--- src/rtl/mem_bus_pkg.sv ---
// Shared definitions for the MAR/MDR memory-access path: default bus geometry
// and the access-controller state encoding.
package mem_bus_pkg;

    localparam int BUS_DATA_W = 32;
    localparam int BUS_ADDR_W = 9;

    typedef enum logic [1:0] {
        IDLE = 2'd0,
        RD   = 2'd1,
        WR   = 2'd2,
        FIN  = 2'd3
    } state_e;

endpackage

--- src/rtl/reg_n.sv ---
// Generic W-bit register with load enable and asynchronous active-high clear;
// used for both MAR and MDR.
module reg_n #(
    parameter int W = 32
) (
    input  logic         clk,
    input  logic         clr,
    input  logic         ld,
    input  logic [W-1:0] d,
    output logic [W-1:0] q
);

    logic [W-1:0] value_d;
    logic [W-1:0] value_q;

    always_comb begin
        value_d = ld ? d : value_q;
    end

    always_ff @(posedge clk or posedge clr) begin
        if (clr) begin
            value_q <= '0;
        end else begin
            value_q <= value_d;
        end
    end

    assign q = value_q;

endmodule

--- src/rtl/mem_bus_ctrl.sv ---
// MAR/MDR memory-access controller: bus-side register loads plus a
// request/acknowledge memory handshake with an optional timeout.
module mem_bus_ctrl
    import mem_bus_pkg::*;
#(
    parameter int DATA_W     = BUS_DATA_W,
    parameter int ADDR_W     = BUS_ADDR_W,
    parameter int TIMEOUT    = 15,
    parameter int ADDR_CLAMP = 1
) (
    input  logic              clk,
    input  logic              clr,
    input  logic [DATA_W-1:0] bus_in,
    input  logic              mar_ld,
    input  logic              mdr_ld,
    input  logic              rd_req,
    input  logic              wr_req,
    output logic [ADDR_W-1:0] mem_addr,
    output logic [DATA_W-1:0] mem_wdata,
    output logic              mem_re,
    output logic              mem_we,
    input  logic [DATA_W-1:0] mem_rdata,
    input  logic              mem_ack,
    output logic [ADDR_W-1:0] mar_q,
    output logic [DATA_W-1:0] mdr_q,
    output logic              busy,
    output logic              done,
    output logic              err
);

    localparam int CNT_W = (TIMEOUT > 0) ? $clog2(TIMEOUT + 1) : 1;
    localparam logic [CNT_W-1:0] CNT_LIMIT = CNT_W'(TIMEOUT);

    state_e            state_d, state_q;
    logic [CNT_W-1:0]  cnt_d, cnt_q;
    logic [CNT_W-1:0]  cnt_inc;
    logic              err_d, err_q;

    logic              accepting;
    logic [ADDR_W-1:0] mar_in;
    logic              mar_en;
    logic [DATA_W-1:0] mdr_in;
    logic              mdr_en;

    // Loads are only honoured between accesses so MAR/MDR stay frozen while strobing.
    assign accepting = (state_q == IDLE) || (state_q == FIN);

    always_comb begin
        if ((ADDR_CLAMP != 0) && ((bus_in >> ADDR_W) != '0)) begin
            mar_in = '1;
        end else begin
            mar_in = bus_in[ADDR_W-1:0];
        end
    end

    assign mar_en = accepting && mar_ld;
    assign mdr_en = (accepting && mdr_ld) || ((state_q == RD) && mem_ack);
    assign mdr_in = (state_q == RD) ? mem_rdata : bus_in;

    reg_n #(.W(ADDR_W)) u_mar (
        .clk (clk),
        .clr (clr),
        .ld  (mar_en),
        .d   (mar_in),
        .q   (mar_q)
    );

    reg_n #(.W(DATA_W)) u_mdr (
        .clk (clk),
        .clr (clr),
        .ld  (mdr_en),
        .d   (mdr_in),
        .q   (mdr_q)
    );

    assign cnt_inc = cnt_q + 1'b1;

    always_comb begin
        state_d = state_q;
        cnt_d   = cnt_q;
        err_d   = 1'b0;
        case (state_q)
            IDLE: begin
                cnt_d = '0;
                if (rd_req && wr_req) begin
                    state_d = FIN;
                    err_d   = 1'b1;
                end else if (rd_req) begin
                    state_d = RD;
                end else if (wr_req) begin
                    state_d = WR;
                end
            end
            RD, WR: begin
                // An ack on the final allowed cycle still wins over the timeout.
                if (mem_ack) begin
                    state_d = FIN;
                end else if ((TIMEOUT != 0) && (cnt_inc == CNT_LIMIT)) begin
                    state_d = FIN;
                    err_d   = 1'b1;
                end else begin
                    cnt_d = cnt_inc;
                end
            end
            FIN: begin
                state_d = IDLE;
            end
            default: begin
                state_d = IDLE;
            end
        endcase
    end

    always_ff @(posedge clk or posedge clr) begin
        if (clr) begin
            state_q <= IDLE;
            cnt_q   <= '0;
            err_q   <= 1'b0;
        end else begin
            state_q <= state_d;
            cnt_q   <= cnt_d;
            err_q   <= err_d;
        end
    end

    assign mem_addr  = mar_q;
    assign mem_wdata = mdr_q;
    assign mem_re    = (state_q == RD);
    assign mem_we    = (state_q == WR);
    assign busy      = (state_q == RD) || (state_q == WR);
    assign done      = (state_q == FIN);
    assign err       = err_q;

endmodule

--- config.mk ---
export PLATFORM = sky130hd
export DESIGN_NAME = mem_bus_ctrl
export DESIGN_NICKNAME = d
export VERILOG_FILES = /design/src/rtl/mem_bus_pkg.sv /design/src/rtl/reg_n.sv /design/src/rtl/mem_bus_ctrl.sv
export SDC_FILE = /design/constraint.sdc
export NUM_CORES = 1
export LEC_CHECK = 0
export BUFFER_PORTS_ARGS = -buffer_cell sky130_fd_sc_hd__buf_4
export CORE_MARGIN = 3
export CORE_UTILIZATION = 35
export DETAILED_ROUTE_END_ITERATION = 16
export PLACE_DENSITY = 0.69
export SLEW_MARGIN = 15
export SYNTH_ARGS = -nofsm -noshare
export SYNTH_HDL_FRONTEND = slang
export SYNTH_SLANG_ARGS = --single-unit
--- constraint.sdc ---
create_clock -name clk -period 1.65 [get_ports clk]
set_clock_uncertainty 0.15 [all_clocks]
set_input_delay 0.2475 -clock clk [delete_from_list [all_inputs] [get_ports clk]]
set_output_delay 0.2475 -clock clk [all_outputs]
set_load 0.01 [all_outputs]
==> flow_metrics.py, run 1 <==
metrics = {
    "status": {
        "status": "complete, but fails checks",
        "violations": "negative setup slack",
    },
    "synthesis": {
        "ys.flop_type": "dfrtp_1",
        "synth_warnings": 0,
        "syn_inst": 279,
        "synth_cell_types": 27,
        "synthArstFlopShare": 1.000,
        "synth.ff_latch_count": 48,
        "synth-edff-count": 0,
        "postSynthAreaPerCell_um2": 9.633,
        "seq_area_frac_synth": 0.4469,
        "synthesis.nets": 357,
        "synth_area_um2": 2688,
    },
    "global_routing": {
        "grt_use_total": 0.1717,
        "grt_overflow": 0,
        "grt_max_degree": 49,
        "grt_first_pass_wirelength_um": 11830,
        "antenna_found_initial": 0,
        "grt_pass1_vias": 2423,
    },
    "cells_and_area": {
        "area_growth_pct": 69.60,
        "final_nets": 514,
        "fin_area_um2": 4558,
        "drive_above_1_share": 0.6087,
        "antennaDiodeCount": 0,
    },
    "power": {
        "p_clk_frac": 0.079,
        "power.total_uw": 8969,
        "combPwrFrac": 0.683,
        "ir_worst_vdd_mv": 0.9375,
        "p_seq_frac": 0.239,
        "powerDensity_nw_per_um2": 1968,
        "netSwitchingFraction": 0.4074,
        "switching_power_uw": 3654,
        "power.internal_uw": 5315,
        "p_leak_uw": 0.002207,
    },
    "floorplan": {
        "rows": 31,
        "die_h_um": 93.63,
        "initial_core_util": 0.3647,
        "boundaryPins": 158,
        "core_um2": 7370,
        "design.die.area_um2": 8767,
        "die_w_um": 93.63,
    },
    "timing": {
        "setup_viol_count_final": 29,
        "period_share": 1.087,
        "rsz0062_at_grt": "yes",
        "relSlewSlack": 0.6561,
        "min_period_ns": 1.794,
        "fin_tns_setup_ns": -1.158,
        "fmax_mhz": 557.4,
        "timing.final.max_slew_violations": 0,
        "hold_viol": 0,
        "worst_slack_ns": -0.1441,
        "tightest_slew_ns": 0.5112,
        "hold_slack_ns": 0.05907,
    },
    "flow_run": {
        "max_cap_violations": 0,
    },
    "critical_path": {
        "startpoint_type": "flip-flop",
        "worst-path-buf-inv": 0,
        "cp_slowest_stage_delay_ns": 0.45,
        "worstPathArrival_ns": 1.87,
        "crit_path_end_kind": "flip-flop",
        "cp.required_ns": 1.72,
        "path_delay_family": "compound AO/OA/AOI/OAI gates",
        "cp_max_fo": 4,
        "critical_path_class": "flip-flop to flip-flop",
        "crit_chain": "ha_4 > and2b_2 > a21oi_2 > o21ai_2 > a21boi_4 > mux2i_1",
        "cpMaxStageDelayCell": "dfrtp_2",
    },
    "place": {
        "dpl.hpwl_um": 5800,
        "dp_slack_ns": -0.1321,
        "place_area_um2": 3821,
        "place_congestion": 0.7785,
        "io_buffer_count": 157,
    },
    "routing": {
        "drc": 0,
        "vias": 2588,
        "drt_wl_total_um": 8826,
        "drt_iter0_drc": 47,
        "wire_per_inst_um": 16.47,
        "ant_nets": 0,
        "drtPass1Iterations": 4,
        "drt-vias-per-instance": 4.828,
    },
    "clock_network": {
        "cts_tree": "built",
        "cts.sink_count": 48,
        "clk_pin_slew_ns": 0.09,
        "clockBufferDepth": 2,
        "cts_inserted_buffers": 5,
        "clk_latency_ns": 0.30,
        "h-tree-depth": 2,
        "cts_root_buf": "clkbuf_8",
    },
    "hold_path": {
        "holdCritPathClass": "input pin to flip-flop",
    },
}
state kept, by name (all words and copies together), names as in the netlist:
register	count
cnt_q	4
u_mdr.q	32
state_q	2
err	1
u_mar.q	9
metrics by stage:
step / utilization / std cells
detailed placement: 0.5185 / 500
floorplan: - / 279
CTS: 0.5460 / 517
global route: 0.6185 / 536
global placement: 0.5185 / 500
finish: 0.6185 / 536
cells in the final DEF, fill, tap and decap left out, types with 6 or more instances in the layout:
cell / n
a21oi_1: 10
mux2i_1: 33
nand2_2: 8
nand2_4: 12
o21ai_1: 16
nor2_1: 19
buf_6: 12
clkbuf_16: 6
buf_4: 173
dfrtp_1: 47
nand2_1: 17
o21ai_2: 14
nand3_1: 7
o21ai_0: 7
power by group through the flow:
stage	clock, uW	combinational (uW)	sequential, uW
floorplan	0	2460	2170
CTS	735	4530	2030
global route	774	6580	2200
global placement	0	4040	2040
detailed placement	0	4110	2070
finish	706	6120	2140
cell families after synthesis:
group                      after synthesis  synth area share
AOI/OAI and AO/OA                       53            0.1183
adders and majority gates                7           0.03259
buffers and inverters                   59            0.1434
DFF                                     48            0.4469
muxes                                   35            0.1304
and+or+nand+nor                         77            0.1285
layer usage:
metal | vias up | GRT usage | part of all wire
met3 | 10 | 0.04747 | 0.075
li1 | 1229 | - | -
met5 | - | 0 | 0
met1 | 1242 | 0.2066 | 0.41
met4 | 0 | 0.04452 | 0.010
met2 | 107 | 0.3014 | 0.51
cell type report:
type,instances,area [um^2]
multi-input cells,172,1360
inverters,6,25.02
clock buffers,5,68.82
flip-flops and latches,48,1202
well taps,99,123.9
repair buffers,203,1759
fillers,645,2811
clock inverters,3,18.77
timing repair:
item                                   4_1_cts  5_1_grt
cloned                                       1       13
hold buffers                                 1        0
gates resized for setup                      7      106
setup buffers                                7       10
endpoints found under the hold margin       48        0
pin swaps                                    3       33
setup endpoints to repair                   40       47
synth_stat cells (3+ instances only):
master     n  area share
a21oi_1   11       0.020
buf_2      8       0.015
buf_4     41        0.11
clkbuf_1   3      0.0042
dfrtp_1   48        0.45
ha_1       7       0.033
inv_1      6      0.0084
mux2i_1   35        0.13
nand2_1   37       0.052
nand3_1    7       0.013
nor2_1    20       0.028
nor4_1     5       0.012
o21ai_0   36       0.067
worst min-delay path: cells and delay by family:
family | cells | cell delay [ns]
AO/OA/AOI/OAI | 1 | 0.10
multiplexers | 1 | 0.05
buffers and inverters | 1 | 0.08
final timing paths:
check	startpoint	endpoint	slack (ns)	depth (start not counted)
setup / recovery	cnt_q[1]	state_q[0]	-0.14	6
hold / removal	mem_rdata[6]	u_mdr.q[6]	0.06	3
setup reg to reg	cnt_q[1]	state_q[0]	-0.14	6
hold reg to reg	u_mdr.q[22]	u_mdr.q[22]	0.36	2
max in group asynchronous	clr	u_mdr.q[31]	0.72	4
min in group asynchronous	clr	err	0.39	4
No activity file was read; power rests on OpenSTA's default activity.
==> run 2, diff against run 1 <==
--- a/config.mk
+++ b/config.mk
@@ -9,8 +9,9 @@
 export CORE_MARGIN = 3
 export CORE_UTILIZATION = 35
 export DETAILED_ROUTE_END_ITERATION = 16
-export PLACE_DENSITY = 0.69
+export PLACE_DENSITY = 0.67
 export SLEW_MARGIN = 15
 export SYNTH_ARGS = -nofsm -noshare
 export SYNTH_HDL_FRONTEND = slang
+export SYNTH_HIERARCHICAL = 1
 export SYNTH_SLANG_ARGS = --single-unit
==> flow_metrics.py, run 2 <==
metrics = {
    "status": {
        "status": "complete, but fails checks",
        "violations": "negative setup slack",
    },
    "power": {
        "netSwitchingFraction": 0.3527,
        "switching_power_uw": 3090,
        "combPwrFrac": 0.675,
        "powerDensity_nw_per_um2": 1899,
        "p_clk_frac": 0.083,
        "p_seq_frac": 0.242,
        "ir_worst_vdd_mv": 0.9840,
        "p_leak_uw": 0.002197,
        "power.internal_uw": 5671,
    },
    "floorplan": {
        "design.die.area_um2": 9879,
        "die_w_um": 99.40,
        "boundaryPins": 158,
        "initial_core_util": 0.3660,
        "die_h_um": 99.40,
        "rows": 33,
        "core_um2": 8341,
    },
    "cells_and_area": {
        "final_cell_mix": "buf_4, mux2_4, dfrtp_1",
        "mostFrequentLayoutCell": "buf_4",
        "largest_reg_flops": 32,
        "antennaDiodeCount": 0,
        "num-fill-cells": 715,
        "area.sequential_um2": 1201,
        "area_growth_pct": 51.11,
        "finalNonFillerCells": 485,
        "final_nets": 457,
        "drive_above_1_share": 0.7579,
        "multi_input_area_um2": 1608,
    },
    "critical_path": {
        "cp_max_fo": 16,
        "critical_path_class": "flip-flop to flip-flop",
        "r2r_cells": 6,
        "cp.required_ns": 1.69,
        "crit_path_end_kind": "flip-flop",
        "startpoint_type": "flip-flop",
        "worstPathArrival_ns": 1.87,
    },
    "synthesis": {
        "synth_warnings": 6,
        "syn_inst": 236,
        "postSynthAreaPerCell_um2": 12.94,
        "yosys-top-cells-count": "dfrtp_1, buf_4, mux2_4, mux2_2, or3_1",
        "synthesis.nets": 314,
        "synth_area_um2": 3053,
        "synth-edff-count": 0,
        "ys.flop_type": "dfrtp_1",
        "synth_cell_types": 32,
        "synth.most_common_cell": "dfrtp_1",
        "yosys.area.top_type_share": 0.3934,
        "synthArstFlopShare": 1.000,
        "synthTopCellsByArea": "dfrtp_1, mux2_4, mux2_2, buf_4, ha_1",
        "seq_area_frac_synth": 0.3934,
        "synth.ff_latch_count": 48,
        "synth_top_area_cell": "dfrtp_1",
    },
    "clock_network": {
        "clk_latency_ns": 0.30,
        "cts.sink_count": 48,
        "h-tree-depth": 2,
        "clk_pin_slew_ns": 0.09,
        "cts_tree": "built",
        "clockBufferDepth": 2,
        "cts_inserted_buffers": 5,
        "cts_root_buf": "clkbuf_8",
    },
    "global_routing": {
        "grt_first_pass_wirelength_um": 12330,
        "grt_pass1_vias": 2362,
        "grt_overflow": 0,
        "grt_use_total": 0.1589,
        "antenna_found_initial": 0,
        "grt_max_degree": 18,
    },
    "routing": {
        "drc": 0,
        "ant_nets": 0,
        "drtPass1Iterations": 5,
        "wire_per_inst_um": 16.84,
        "vias": 2273,
        "drt_wl_total_um": 8169,
        "drt-vias-per-instance": 4.687,
        "drt_iter0_drc": 30,
    },
    "place": {
        "dp_cells": 467,
        "dp_slack_ns": -0.3762,
        "dpl.hpwl_um": 6034,
        "place_congestion": 0.7270,
        "io_buffer_count": 157,
    },
    "timing": {
        "worst_slack_ns": -0.1784,
        "setup_viol_count_final": 46,
        "rsz0062_at_grt": "yes",
        "hold_viol": 0,
        "relSlewSlack": 0.7475,
        "timing.final.max_slew_violations": 0,
        "tightest_slew_ns": 0.3783,
        "period_share": 1.108,
        "hold_slack_ns": 0.06931,
        "fmax_mhz": 546.9,
        "min_period_ns": 1.828,
    },
    "flow_run": {
        "max_cap_violations": 0,
    },
    "hold_path": {
        "holdCritPathClass": "input pin to flip-flop",
        "whs_path_depth": 3,
    },
}
## run 2: worst paths after layout
kind | endpoint | startpoint | slack [ns]
hold / removal | err | wr_req | 0.07
hold reg to reg | u_mdr/q[11] | u_mdr/q[11] | 0.40
max in group asynchronous | u_mdr/q[31] | clr | 0.45
min in group asynchronous | cnt_q[3] | clr | 0.31
setup reg to reg | u_mdr/q[10] | state_q[1] | -0.18
setup / recovery | u_mdr/q[10] | state_q[1] | -0.18
## run 2: kinds of logic after synthesis
family,Yosys count,share of synthesized area
adder cells (fa/ha/maj),7,0.02869
AO/OA/AOI/OAI,9,0.02090
XOR/XNOR,1,0.002869
multiplexers,79,0.3369
AND/OR/NAND/NOR,35,0.07459
flip-flops,48,0.3934
buffers and inverters,57,0.1426
## run 2: timing repair
action,4_1_cts,5_1_grt
pin swaps,3,2
setup endpoints to repair,49,52
gates resized for setup,24,22
hold endpoints to repair,24,0
gates cloned,1,2
hold buffers,1,0
buffers inserted,2,5
## run 2: cell type report
cell class	instances	share of cell area
Clock inverter	1	0.001627
Clock buffer	7	0.01871
Inverter	7	0.005696
Multi-Input combinational cell	131	0.3485
Tap cell	105	0.02848
Timing Repair Buffer	186	0.3366
Sequential cell	48	0.2604
## run 2: through the flow
step	utilization	total power (uW)	instance area (um^2)	TNS, ns
finish	0.5531	8762	4613	-5.714
global route	0.5531	9287	4613	-8.258
CTS	0.5324	8419	4441	-5.490
detailed placement	0.5006	7170	4175	-8.956
global placement	0.5006	7095	4175	-8.331
floorplan	-	5648	3087	-8.122
## run 2: worst max-delay path, stage by stage (launching register included)
cell and delay (ns):
dfrtp_1 0.41, inv_2 0.09, buf_6 0.11, ha_4 0.17
buf_12 0.17, mux2_2 0.34, mux2_4 0.26
## run 2: power by group through the flow
stage | registers (uW) | clock network, uW | logic [uW]
3_5_place_dp | 2120 | 0 | 5050
5_1_grt | 2200 | 812 | 6280
6_report | 2120 | 728 | 5910
4_1_cts | 2120 | 768 | 5530
2_1_floorplan | 2250 | 0 | 3390
3_3_place_gp | 2110 | 0 | 4990
## run 2: per-layer routing
| layer | routed length, um | vias up | track usage |
|---|---|---|---|
| met5 | 0 | - | 0 |
| met4 | 141 | 0 | 0.05147 |
| met3 | 532 | 11 | 0.03787 |
| met2 | 4233 | 95 | 0.2738 |
| met1 | 3261 | 1105 | 0.1959 |
| li1 | - | 1062 | - |
